### src/rtl/serial_gt_cmp.sv
// Bit-serial MSB-first magnitude comparator: one bit per clock, start/done handshake,
// registered one-hot agtb/aeqb/altb flags held until the next accepted start.
module serial_gt_cmp #(
    parameter int W          = 8,
    parameter bit EARLY_EXIT = 1'b1
) (
    input  logic         clk,
    input  logic         reset_n,
    input  logic         start,
    input  logic [W-1:0] a,
    input  logic [W-1:0] b,
    output logic         busy,
    output logic         done,
    output logic         agtb,
    output logic         aeqb,
    output logic         altb
);
    localparam int IW = (W > 1) ? $clog2(W) : 1;

    typedef enum logic [1:0] {IDLE, SHIFT, DONE} state_t;

    state_t        state_q, state_d;
    logic [W-1:0]  a_q, a_d, b_q, b_d;
    logic [IW-1:0] idx_q, idx_d;
    logic          gt_q, gt_d, lt_q, lt_d;
    logic          busy_q, busy_d, done_q, done_d;
    logic          agtb_q, agtb_d, aeqb_q, aeqb_d, altb_q, altb_d;
    logic          bit_gt, bit_lt;

    assign bit_gt = a_q[idx_q] & ~b_q[idx_q];
    assign bit_lt = ~a_q[idx_q] & b_q[idx_q];

    always_comb begin
        state_d = state_q;
        a_d     = a_q;
        b_d     = b_q;
        idx_d   = idx_q;
        gt_d    = gt_q;
        lt_d    = lt_q;
        busy_d  = busy_q;
        done_d  = 1'b0;
        agtb_d  = agtb_q;
        aeqb_d  = aeqb_q;
        altb_d  = altb_q;
        case (state_q)
            IDLE: begin
                if (start) begin
                    a_d     = a;
                    b_d     = b;
                    idx_d   = IW'(W - 1);
                    gt_d    = 1'b0;
                    lt_d    = 1'b0;
                    agtb_d  = 1'b0;
                    aeqb_d  = 1'b0;
                    altb_d  = 1'b0;
                    busy_d  = 1'b1;
                    state_d = SHIFT;
                end
            end
            SHIFT: begin
                // Only the most significant difference decides; later bits never overwrite it.
                if (!gt_q && !lt_q) begin
                    gt_d = bit_gt;
                    lt_d = bit_lt;
                end
                if ((EARLY_EXIT && (bit_gt || bit_lt)) || (idx_q == '0)) begin
                    state_d = DONE;
                    done_d  = 1'b1;
                    agtb_d  = gt_d;
                    altb_d  = lt_d;
                    aeqb_d  = ~(gt_d | lt_d);
                end else begin
                    idx_d = idx_q - IW'(1);
                end
            end
            DONE: begin
                busy_d  = 1'b0;
                state_d = IDLE;
            end
            default: begin
                busy_d  = 1'b0;
                state_d = IDLE;
            end
        endcase
    end

    always_ff @(posedge clk) begin
        if (!reset_n) begin
            state_q <= IDLE;
            a_q     <= '0;
            b_q     <= '0;
            idx_q   <= '0;
            gt_q    <= 1'b0;
            lt_q    <= 1'b0;
            busy_q  <= 1'b0;
            done_q  <= 1'b0;
            agtb_q  <= 1'b0;
            aeqb_q  <= 1'b0;
            altb_q  <= 1'b0;
        end else begin
            state_q <= state_d;
            a_q     <= a_d;
            b_q     <= b_d;
            idx_q   <= idx_d;
            gt_q    <= gt_d;
            lt_q    <= lt_d;
            busy_q  <= busy_d;
            done_q  <= done_d;
            agtb_q  <= agtb_d;
            aeqb_q  <= aeqb_d;
            altb_q  <= altb_d;
        end
    end

    assign busy = busy_q;
    assign done = done_q;
    assign agtb = agtb_q;
    assign aeqb = aeqb_q;
    assign altb = altb_q;
endmodule
### config.mk
export PLATFORM = sky130hd
export DESIGN_NAME = serial_gt_cmp
export DESIGN_NICKNAME = d
export VERILOG_FILES = /design/src/rtl/serial_gt_cmp.sv
export SDC_FILE = /design/constraint.sdc
export NUM_CORES = 1
export LEC_CHECK = 0
export CORE_MARGIN = 1
export CORE_UTILIZATION = 35
export DETAILED_ROUTE_END_ITERATION = 8
export GPL_ROUTABILITY_DRIVEN = 0
export MAX_ROUTING_LAYER = met4
export PLACE_DENSITY = 0.65
export SLEW_MARGIN = 20
export SYNTH_ARGS = -nofsm -noshare
export SYNTH_HDL_FRONTEND = slang
export SYNTH_SLANG_ARGS = --single-unit
### constraint.sdc
create_clock -name clk -period 5.1 [get_ports clk]
set_input_delay 1.02 -clock clk [delete_from_list [all_inputs] [get_ports clk]]
set_output_delay 1.02 -clock clk [all_outputs]
set_load 0.1 [all_outputs]
# Yosys cells after proc, flatten, opt, wreduce, memory -nomap -nowiden

Index checks and enable logic that the tools add are counted.

Register bits after elaboration: 28
Bits of input ports: 19
Output and inout port bits: 5
Word-level logic and storage cells: 65

Add/sub/neg operators: 1
$lt $le $gt $ge: 1
Equality and inequality tests: 4
Mux-type cells: 26
Bitwise operators: 7
Reductions and logical operators: 15

Operators by type and width:

| kind                  | number |
|---|---|
| $mux W1               | 12 |
| $pmux W1 S2           | 6 |
| $reduce_and A2 Y1     | 5 |
| $bmux W1 S3           | 2 |
| $mux W3               | 2 |
| $ne A2 B2 Y1 const B  | 3 |
| $pmux W3 S2           | 1 |
| $reduce_and A3 Y1     | 2 |
| $lt A3 B4 Y1 const B  | 1 |
| $mux W2               | 2 |
| $not A1 Y1            | 4 |
| $pmux W2 S2           | 1 |
| $logic_not A3 Y1      | 1 |
| $sub A3 B1 Y3 const B | 1 |
| $and A1 B1 Y1         | 2 |
| $eq A2 B1 Y1 const B  | 1 |
| $logic_not A1 Y1      | 2 |
| $logic_not A2 Y1      | 1 |
| $logic_or A1 B1 Y1    | 2 |
| $reduce_bool A2 Y1    | 1 |
| $logic_and A1 B1 Y1   | 1 |
| $or A1 B1 Y1          | 1 |

# Depth between registers and ports, before layout

Depth after elaboration: 10
Gate-level depth with buffers: 8
Depth with buffers taken out: 7

# Least setup slack after synthesis

Ideal clock, no wire load.

Kind: flip-flop to flip-flop
From: reg idx_q[1]
To: reg aeqb_q, in the netlist aeqb
Library setup time: 0.072 ns
Arrival: 2.028 ns
Required time: 5.028 ns
Path slack: 3.000 ns
Stages on the path, launching flop included: 8
Path buffers: 1
Clock period less this slack: 2.100 ns
Path through: dfxtp_1 > buf_6 > mux4_1 > nand2_1 > and2_1 > ha_1 > a311oi_2 > mux2i_1

Cells in the longest elaborated chain, start to end: 10
Elaborated cells on any way between the ends: 21
Classes of those cells: eq/ne: 1; mux: 10; bitwise: 6; reduce/logical: 4

RTL lines:

| what                             | line   | text |
|---|---|---|
| start, declared                  | 24     | `logic [IW-1:0] idx_q, idx_d;` |
| start signal, assigned           | 104    | `idx_q <= idx_d;` |
| $bmux W1 S3                      | 30, 31 |  |
| $mux W1 (not written as such)    | 30, 31 |  |
| $not A1 Y1 (on tied branches)    | 30, 31 |  |
| $and A1 B1 Y1 (on tied branches) | 30, 31 |  |
| $mux W1                          | 62     | `if (!gt_q && !lt_q) begin` |
| $mux W1                          | 45     | `case (state_q)` |
| $or A1 B1 Y1                     | 71     | `aeqb_d = ~(gt_d \| lt_d);` |
| $not A1 Y1                       | 71     |  |
| $mux W1                          | 66     | `if ((EARLY_EXIT && (bit_gt \|\| bit_lt)) \|\| (idx_q == '0)) begin` |
| $pmux W1 S2                      | 45     |  |
| end signal, assigned             | 110    | `aeqb_q <= aeqb_d;` |
| end, declared                    | 27     | `logic agtb_q, agtb_d, aeqb_q, aeqb_d, altb_q, altb_d;` |

Parallel ways exist; a longest one is shown, timed or not. The select of a mux whose other input is x is not followed.
A chain may end at the register's enable or synchronous reset.

# Final worst setup path

From: reg busy_q, in the netlist busy
To: out busy

RTL lines:

| what                   | line | text |
|---|---|---|
| start, declared        | 26   | `logic busy_q, busy_d, done_q, done_d;` |
| start signal, assigned | 107  | `busy_q <= busy_d;` |
| end, declared          | 12   | `output logic busy,` |

No word-level cell between the ends.

==> results.py <==
metrics = {
    "setup_path": {
        "delay_of_the_slowest_critical_path_stage_ns": 1.13,
        "worstSetupStartpointType": "flop",
        "timing.critical_path.cells": "clkdlybuf4s50_1",
        "critPathMaxFanout": 2,
        "worst-endpoint-required_ns": 4.08,
        "reg2reg_to": "agtb$_SDFFE_PN0P_",
        "cp_top_family": "buffers and inverters",
        "worst_path_class_setup": "reg -> out",
        "crit-reg2reg-launch": "idx_q[1]$_SDFFE_PN0P_",
        "ff2ff_setup_slack_ns": 2.69,
        "timing.critical_path.buf_inv": 1,
        "crit_start": "busy$_SDFFE_PN0P_",
        "crit_path_end_kind": "output pin",
        "worstPathArrival_ns": 1.74,
        "register_to_register_path_depth": 6,
        "timing.critical_path.slowest_stage_cell": "clkdlybuf4s50_1",
    },
    "floorplan": {
        "horizontal_die_dimension_um": 63.06,
        "start_util_pct": 37.91,
        "core_area_um2": 3442,
        "placementRows": 21,
        "io-pin-count": 24,
        "floorplan.die_area_um2": 3977,
        "die_h_um": 63.06,
    },
    "hold_path": {
        "min_delay_path_depth": 2,
        "worstHoldEndpoint": "a_q[4]$_SDFFE_PN0P_",
        "timing.hold.worst.start": "a_q[4]$_SDFFE_PN0P_",
        "holdCritPathClass": "reg -> reg",
    },
    "timing": {
        "final_critical_path_time_including_i_o_delays_and_setup_ns": 2.763,
        "slew_headroom_pct": 35.57,
        "final_max_slew_viol_count": 0,
        "setup_ws_ns": 2.337,
        "setup-tns-final_ns": 0,
        "hold_viol_final": 0,
        "share_of_the_cycle_needed_by_the_critical_path_after_routing_pct": 54.17,
        "max_clock_freq_ghz": 0.3620,
        "rsz_0062_raised_after_global_routing": "no",
        "count_of_final_setup_violators": 0,
        "tightestPinTransition_ns": 0.9634,
        "worst_clock_skew_ns": 0.002405,
    },
    "final_layout": {
        "antenna_diode_count": 0,
        "final_util_pct": 45.98,
        "final_nets": 184,
        "share_of_post_route_cells_with_drive_strength_above_1_pct": 6.250,
        "areaGrowthSynthToFinish_pct": 21.28,
    },
    "flow_run": {
        "maxCapViolCount": 0,
    },
    "synth": {
        "yosysTopAreaCell": "dfxtp_1",
        "postSynthRegisterBits": 28,
        "post_synth_instance_area_um2": 1305,
        "asyncSetResetFlopFracSynth_pct": 0,
        "average_size_of_a_mapped_cell_um2": 9.255,
        "ys.flop_type": "dfxtp_1",
        "synth_nets": 164,
        "syn_inst": 141,
        "synth_edf_count": 0,
        "yosys.cell_count.top_type": "nand2_1",
        "synth_area_leaders": "dfxtp_1 43%, nand2_1 13%, mux4_1 8.1%",
        "number_of_different_library_cells_in_the_post_synthesis_netlist": 33,
        "netlist.area_leader.share_pct": 42.95,
        "synth.yosys.warnings": 0,
        "synth.cells.most_frequent": "44 x nand2_1, 28 x dfxtp_1, 20 x a21oi_1",
        "synth_seq_area_share_pct": 42.95,
    },
    "cts": {
        "ctsHtreeMaxLevel": 1,
        "clock_tree.buffer_depth": 2,
        "cts_tree": "yes",
        "cts_hold_buffers": 0,
        "post_cts_resized": 0,
        "cts.sink_count": 28,
        "postCtsSetupRepairBufs": 0,
        "ctsRootBufferMaster": "clkbuf_8",
        "number_of_clock_buffers_inserted_by_tritoncts": 3,
        "clkTransAtPathRegs_ns": 0.09,
        "worst_skew_pair_later_pin_latency_ns": 0.27,
    },
    "route": {
        "wl_per_cell_um": 12.16,
        "dr.first_iter.drc_count": 39,
        "drcViolationCount": 0,
        "detailroute.via_count": 1004,
        "vias_per_cell": 4.874,
        "ant_nets": 0,
        "first_pass_iters": 4,
        "routed_wirelength_mm": 2.504,
    },
    "placement": {
        "io_buffer_count": 23,
        "placement.setup.worst_slack_ns": 2.412,
        "post-dp-hpwl_mm": 1.844,
    },
    "global_route": {
        "grt-ovfl-total": 0,
        "wire_length_of_the_first_global_routing_pass_mm": 4.064,
        "grtUsageMet2_pct": 23.66,
        "first_global_vias": 947,
        "gr-max-usage-layer": "met2",
        "grt_use_total_pct": 13.30,
        "largest_net_degree_at_the_start_of_global_routing": 23,
        "met1_usage_pct": 14.54,
        "antenna_found_initial": 0,
        "global_route.usage.met3_pct": 2.899,
    },
    "power": {
        "ir_drop_worst_case_vdd_mv": 0.1392,
        "leakage_power_figure_nw": 0.6090,
        "power_density_nw_per_um2": 342.1,
    },
    "outcome": {
        "run_status": "completed",
    },
}
==> layout make-up <==
type | count | area, um2
inverters | 3 | 11.26
fillers | 358 | 1859
well taps | 46 | 57.56
repair buffers | 23 | 230.2
flip-flops and latches | 28 | 560.5
multi-input cells | 102 | 668.1
clock buffers | 4 | 55.05
==> layer usage <==
| layer | up-vias | wire length [um] |
|---|---|---|
| met2 | 23 | 1269 |
| met5 | - | 0 |
| met4 | 0 | 22 |
| li1 | 524 | - |
| met3 | 3 | 97 |
| met1 | 454 | 1114 |
==> cell families after synthesis <==
logic type,after synthesis,share of synthesized area [%]
muxes,7,10.35
adders and majority gates,4,3.835
and+or+nand+nor,60,21.96
AOI/OAI and AO/OA,31,15.05
DFF,28,42.95
buffers and inverters,11,5.848
==> worst max-delay path by stage <==
stage,endpoint,slack [ns],cells after the start
floorplan,aeqb$_SDFFE_PN0P_,3.00,7
global placement,idx_q[1]$_SDFFE_PN0P_,2.49,4
detailed placement,idx_q[1]$_SDFFE_PN0P_,2.41,4
CTS,agtb,2.32,1
global route,agtb,2.29,1
finish,busy,2.34,1
==> metrics by stage <==
stage	total power, W	hold WS [ns]	area (um2)	std cells
final	0.0005414	0.4547	1583	206
after global routing	0.0005717	0.4816	1583	206
after CTS	0.0005483	0.4584	1583	206
after detailed placement	0.0004139	0.4448	1528	202
after global placement	0.0004069	0.4397	1528	202
after floorplan	0.0003815	0.4315	1305	141
==> power by group <==
group / leakage [nW] / switching [W] / internal [W]
clock: 0.0288 / 0.0000645 / 0.0000690
sequential: 0.230 / 0.0000182 / 0.000239
combinational: 0.350 / 0.0000871 / 0.0000635
==> registers in the layout, indices dropped and copies added, names as in the netlist <==
| register | cells |
|---|---|
| idx_q | 3 |
| agtb | 1 |
| done | 1 |
| a_q | 8 |
| b_q | 8 |
| aeqb | 1 |
| state_q | 2 |
| busy | 1 |
| altb | 1 |
| gt_q | 1 |
| lt_q | 1 |
==> cell usage in the layout (no fill, tap or decap) <==
cell              n
ha_1              4
nand2b_1          1
and2_1            2
nand2_1          44
clkbuf_8          4
a31oi_1           1
a21oi_1          20
nor2_1            2
nor2b_1           2
or3b_1            1
a311oi_2          1
o21ai_0           2
and4_1            1
nand3_1           1
inv_1             3
o211ai_1          2
a311oi_1          1
nor3b_4           1
a211oi_1          1
mux4_1            4
nor2b_2           1
o311a_1           1
nand2b_4          1
a221oi_2          1
mux2i_1           3
nand4_1           1
dfxtp_1          28
a21oi_2           1
nor4_1            1
clkdlybuf4s50_1  23
and3_1            1
(Power assumes the default switching activity.)
